--- config.mk ---
export PLATFORM = sky130hd
export DESIGN_NAME = uart_tx_arbiter
export DESIGN_NICKNAME = d
export VERILOG_FILES = /design/src/rtl/uart_tx_arbiter_pkg.sv /design/src/rtl/uart_tx_arbiter_rr_arbiter2.sv /design/src/rtl/uart_tx_arbiter.sv
export SDC_FILE = /design/constraint.sdc
export NUM_CORES = 1
export LEC_CHECK = 0
export CAP_MARGIN = 10
export CORE_UTILIZATION = 35
export DETAILED_ROUTE_END_ITERATION = 12
export SLEW_MARGIN = 20
export SYNTH_ARGS = -nofsm -noshare
export SYNTH_HDL_FRONTEND = slang
export SYNTH_SLANG_ARGS = --single-unit
export TNS_END_PERCENT = 20
--- constraint.sdc ---
create_clock -name sys_clk -period 2.81 [get_ports sys_clk]
set_input_delay 0.562 -clock sys_clk [delete_from_list [all_inputs] [get_ports sys_clk]]
set_output_delay 0.562 -clock sys_clk [all_outputs]
set_load 0.02 [all_outputs]
--- src/rtl/uart_tx_arbiter_pkg.sv ---
// Shared types and constants for the two-requester UART transmit arbiter.
package uart_tx_arbiter_pkg;

  typedef enum logic [2:0] {
    IDLE,
    CAPTURE,
    BAUD_CFG,
    START,
    WAIT,
    RELEASE
  } state_t;

  localparam logic [1:0] BAUD_2400  = 2'b00;
  localparam logic [1:0] BAUD_4800  = 2'b01;
  localparam logic [1:0] BAUD_9600  = 2'b10;
  localparam logic [1:0] BAUD_19200 = 2'b11;

  localparam int SETTLE_CYCLES_DEF  = 4;
  localparam int TIMEOUT_CYCLES_DEF = 2_000_000;
  localparam int CNT_W              = 21;

endpackage

--- src/rtl/uart_tx_arbiter_rr_arbiter2.sv ---
// Two-way round-robin picker; the pointer names the requester
// that wins a tie, and the loser of each capture gets it next.
module rr_arbiter2 (
  input  logic       clk,
  input  logic       rst,
  input  logic [1:0] req,
  input  logic       upd,
  output logic [1:0] gnt,
  output logic       gnt_id
);

  logic ptr_q, ptr_d;

  always_comb begin
    gnt_id = (req == 2'b11) ? ptr_q : (req[1] & ~req[0]);
    gnt    = 2'b00;
    if (|req) gnt = gnt_id ? 2'b10 : 2'b01;
    ptr_d = ptr_q;
    if (upd && (|req)) ptr_d = ~gnt_id;
  end

  always_ff @(posedge clk or posedge rst) begin
    if (rst) ptr_q <= 1'b0;
    else     ptr_q <= ptr_d;
  end

endmodule

--- src/rtl/uart_tx_arbiter.sv ---
// Shares one UART transmitter between two requesters, reprogramming
// the baud generator only when the granted baud code differs.
module uart_tx_arbiter
  import uart_tx_arbiter_pkg::*;
#(
  parameter int SETTLE_CYCLES  = SETTLE_CYCLES_DEF,
  parameter int TIMEOUT_CYCLES = TIMEOUT_CYCLES_DEF
) (
  input  logic        sys_clk,
  input  logic        reset,
  input  logic [1:0]  req_valid,
  input  logic [15:0] req_data,
  input  logic [3:0]  req_baud,
  output logic [1:0]  req_ack,
  output logic [1:0]  req_done,
  output logic        tx_start,
  output logic [7:0]  tx_data,
  output logic [1:0]  baud_select,
  output logic        baud_rst_n,
  input  logic        tx_done,
  output logic        timeout_err
);

  localparam logic [CNT_W-1:0] SET_LAST = CNT_W'(SETTLE_CYCLES - 1);
  localparam logic [CNT_W-1:0] TO_LAST  = CNT_W'(TIMEOUT_CYCLES - 1);

  state_t           state_q, state_d;
  logic [1:0]       ack_q, ack_d;
  logic [1:0]       done_q, done_d;
  logic             start_q, start_d;
  logic [7:0]       data_q, data_d;
  logic [1:0]       bsel_q, bsel_d;
  logic             brst_n_q, brst_n_d;
  logic             terr_q, terr_d;
  logic [CNT_W-1:0] cnt_q, cnt_d;
  logic             gid_q, gid_d;
  logic [1:0]       cbaud_q, cbaud_d;

  logic [1:0] gnt;
  logic       gnt_id;
  logic       arb_upd;

  rr_arbiter2 u_rr (
    .clk    (sys_clk),
    .rst    (reset),
    .req    (req_valid),
    .upd    (arb_upd),
    .gnt    (gnt),
    .gnt_id (gnt_id)
  );

  always_comb begin
    state_d  = state_q;
    ack_d    = 2'b00;
    done_d   = 2'b00;
    start_d  = 1'b0;
    terr_d   = 1'b0;
    data_d   = data_q;
    bsel_d   = bsel_q;
    brst_n_d = 1'b1;
    cnt_d    = cnt_q;
    gid_d    = gid_q;
    cbaud_d  = cbaud_q;
    arb_upd  = 1'b0;
    unique case (state_q)
      IDLE: begin
        if (|req_valid) begin
          state_d = CAPTURE;
          arb_upd = 1'b1;
          ack_d   = gnt;
          gid_d   = gnt_id;
          data_d  = gnt_id ? req_data[15:8] : req_data[7:0];
          cbaud_d = gnt_id ? req_baud[3:2] : req_baud[1:0];
        end
      end
      CAPTURE: begin
        if (cbaud_q == bsel_q) begin
          state_d = START;
          start_d = 1'b1;
        end else begin
          state_d  = BAUD_CFG;
          bsel_d   = cbaud_q;
          brst_n_d = 1'b0;
          cnt_d    = '0;
        end
      end
      BAUD_CFG: begin
        if (cnt_q == SET_LAST) begin
          state_d = START;
          start_d = 1'b1;
        end else begin
          brst_n_d = 1'b0;
          cnt_d    = cnt_q + 1'b1;
        end
      end
      START: begin
        state_d = WAIT;
        cnt_d   = '0;
      end
      WAIT: begin
        if (tx_done) begin
          state_d = RELEASE;
          done_d  = gid_q ? 2'b10 : 2'b01;
        end else if (cnt_q >= TO_LAST) begin
          state_d = RELEASE;
          done_d  = gid_q ? 2'b10 : 2'b01;
          terr_d  = 1'b1;
        end else if (cnt_q != '1) begin
          cnt_d = cnt_q + 1'b1;
        end
      end
      RELEASE: state_d = IDLE;
      default: state_d = IDLE;
    endcase
  end

  always_ff @(posedge sys_clk or posedge reset) begin
    if (reset) begin
      state_q  <= IDLE;
      ack_q    <= 2'b00;
      done_q   <= 2'b00;
      start_q  <= 1'b0;
      data_q   <= 8'h00;
      bsel_q   <= BAUD_2400;
      brst_n_q <= 1'b0;
      terr_q   <= 1'b0;
      cnt_q    <= '0;
      gid_q    <= 1'b0;
      cbaud_q  <= BAUD_2400;
    end else begin
      state_q  <= state_d;
      ack_q    <= ack_d;
      done_q   <= done_d;
      start_q  <= start_d;
      data_q   <= data_d;
      bsel_q   <= bsel_d;
      brst_n_q <= brst_n_d;
      terr_q   <= terr_d;
      cnt_q    <= cnt_d;
      gid_q    <= gid_d;
      cbaud_q  <= cbaud_d;
    end
  end

  assign req_ack     = ack_q;
  assign req_done    = done_q;
  assign tx_start    = start_q;
  assign tx_data     = data_q;
  assign baud_select = bsel_q;
  assign baud_rst_n  = brst_n_q;
  assign timeout_err = terr_q;

endmodule
==> impl_results.md <==
- Wire length of the first global-routing pass: roughly 10000 um
- Commonest cells in the synthesized netlist: dfrtp_1 (45), o31ai_1 (31), nor2_1 (19), and3_1 (13), clkbuf_1 (13)
- Core area: 6460 um2
- FF/Latch Area: ~1100 um2
- Clk network pwr share: 0.175
- Violated checks: DRC
- Area Growth Syn to Fin: 27.6%
- Main area contributors after synthesis: dfrtp_1 (47%), o31ai_1 (9.8%), a221o_1 (4.6%)
- Number of synthesized flops with an enable pin: 0
- Buffer depth of the longest clock path: 2
- Min Tclk post-route: 2.63 ns
- Sequential share of the synthesized area: 0.475
- Max Fanout on Critical Path: 7
- Psw: about 0.0011 W
- Post-synth cell types: 44
- Largest net degree at the start of global routing: 25
- Final setup viols: 0
- P per Cell Area: between 800 and 900 nW/um2
- WP data required: about 3 ns
- Max Fclk: 0.381 GHz
- Total congestion overflow: 0
- Number of gates resized after cts: 0
- Min-Delay Path Class: register to register
- Vias: 2078
- Slew @ Worst Pin: about 0.81 ns
- Routability cong.: 0.796
- Die height: roughly 84 um
- Routed length per instance: roughly 16 um
- Clock skew: approximately 0.011 ns
- Max-Cap Viols: 0
- Final WL: just under 6000 um
- Flop pwr share: 0.345
- IO Count: 42
- Clock buffer count from CTS: 5
- CP top delay family: simple AND/OR/NAND/NOR gates
- Gate Count Post-Synth: approximately 250
- Clk_lat worst skew: around 0.3 ns
- Drt pass-1 iters: 8
- Cell internal pwr: between 0.0015 and 0.002 W
- Final Total Pwr: about 0.0027 W
- Num rows: 29
- Buf/Inv on CP: 1
- Slowest CP cell: or4_1
- DRT iter0 DRCs: between 100 and 150
- DP Wirelength: 4280 um
- Crit start category: register
- Top cell type's share of synthesized area: 0.475
- Clock Pin Slew Worst Setup and Hold Paths: 0.09 ns
- Yosys warnings: 0
- Synth Area per Inst: just under 10 um2
- Final core utilization: 0.469
- Starting Density: 0.367
- RSZ-0062 raised after global routing: no
- DIE AREA: between 7000 and 8000 um2
- Post-CTS Hold Buffers: 0
- LEAKAGE: roughly 1.3 nW
- Sw frac: 0.396
- Root buf cell: clkbuf_8
- Crit path cell chain: or4_1 > or3_1 > o32a_2 > a21oi_4 > buf_4 > nor4_1 > a221o_1
- Detail Route Antenna Nets: 0
- Status: finished, violations left
- Cell area after synthesis: roughly 2400 um2
- Diode count: 0
- Post-synthesis net count: ~270
- Port bufs: 41
- DRT met1 WL: ~2900 um
- Rel. slew slack: 0.456
- Period utilisation layout: 0.935
- Fin. max-slew vios: 0
- Most used DFF post-synth: dfrtp_1
- Multi-input logic area: 1140 um2
- Post-synthesis register bit count: between 40 and 50
- CP max stage delay: ~0.54 ns
- Yosys top cell by area: dfrtp_1
- Layout fillers: ~640
- Async SR Flop Fraction: 1.00
- Top sig layer: met4
- Met2 WL post-DR: 2680 um
- Fin nets: 315
- Worst VDD drop: 0.000450 V
- Num Clock Sinks: 45
- Number of global-route vias before repair: approximately 2100
- Final setup TNS: 0 ns
- Final Hold Viols: 0
- DRC: 1
- Antenna violations before repair: 0
- Top-count cell post-synth: dfrtp_1
- H-tree Lvls: 2
- Setup bufs post-CTS: 0
- Routed vias/inst: approximately 5.7
- Met3 WL post-DR: approximately 280 um
- Die width: approximately 84 um
- Share of cells above drive strength 1: 0.100
- Gr usage total: 0.177
- WP data arrival: approximately 2.8 ns
- Comb pwr share: 0.480
- Setup Crit Path Kind: register to register
- TritonCTS clock tree: built
- Worst Setup End Kind: register
## registers in the layout, summed over array words and instances, names as in the netlist
signal       cells
baud_rst_n       1
baud_select      2
cbaud_q          2
cnt_q           21
gid_q            1
req_ack          2
req_done         2
state_q          3
timeout_err      1
tx_data          8
tx_start         1
u_rr.ptr_q       1
## area by class of cell
class                   count  area share
multi-input cells         173       0.376
flip-flops and latches     45       0.372
repair buffers             55       0.174
well taps                  77      0.0318
clock buffers               5      0.0227
clock inverters             2      0.0116
inverters                   9      0.0112
## layout by cell type, fill, tap and decap left out, drive strengths merged, types with 2 or more instances in the layout
cell type	netlist	routed
a21oi	5	5
and3	13	13
or2	2	2
and2	9	9
buf	5	14
mux2	2	2
xnor2	3	3
inv	9	9
nand2b	3	3
nor4b	2	2
nor3	6	6
or3	3	3
nand3	9	9
clkbuf	13	5
o21ai	10	10
nand4	5	5
nand2	10	10
a31oi	5	5
dfrtp	45	45
clkdlybuf4s50	0	41
nor4	4	4
nor2	19	19
and4	4	4
a221o	11	11
o31ai	31	31
nor2b	2	2
o41ai	2	2
## power groups by stage
stage          logic, W  clock network (W)  registers (W)
6_report        0.00130           0.000473       0.000930
5_1_grt         0.00142           0.000518       0.000954
4_1_cts         0.00130           0.000489       0.000931
3_5_place_dp    0.00130                  0       0.000938
3_3_place_gp    0.00129                  0       0.000940
2_1_floorplan  0.000733                  0        0.00102
## worst paths after layout
kind | slack (ns) | start | to | depth (start not counted)
worst max-delay path | 0.18 | cnt_q[13] | cnt_q[19] | 7
worst min-delay path | 0.50 | u_rr.ptr_q | u_rr.ptr_q | 2
worst max register to register | 0.18 | cnt_q[13] | cnt_q[19] | 7
worst min register to register | 0.50 | u_rr.ptr_q | u_rr.ptr_q | 2
max in group asynchronous | 1.70 | reset | cnt_q[11] | 3
min in group asynchronous | 0.61 | reset | tx_data[5] | 2
## cell families after synthesis
group / Yosys count / share of synthesized area
and+or+nand+nor: 92 / 0.211
AOI/OAI and AO/OA: 74 / 0.236
DFF: 45 / 0.475
buffers and inverters: 27 / 0.0485
xor gates and xnor gates: 3 / 0.0111
muxes: 3 / 0.0137
adders and majority gates: 1 / 0.00527
## per-layer routing
layer,vias up,global-route usage
met4,0,0.0601
li1,1026,-
met2,59,0.288
met1,984,0.235
met5,-,0
met3,9,0.0393
## through the flow
stage	hold slack [ns]	cell area (um2)	std cells	setup slack (ns)
floorplan	0.425	2370	245	0.396
global placement	0.463	2920	359	0.227
detailed placement	0.481	2920	359	0.203
CTS	0.503	3030	366	0.180
global route	0.529	3030	366	0.0855
finish	0.496	3030	366	0.182
## worst register-to-register path, cell delays in order, from the launching register on
cell and delay [ns]:
dfrtp_1 0.42, or4_1 0.54, or3_1 0.38, o32a_2 0.45, a21oi_4 0.23, buf_4 0.18
nor4_1 0.05, a221o_1 0.26
(Power assumes the default switching activity.)
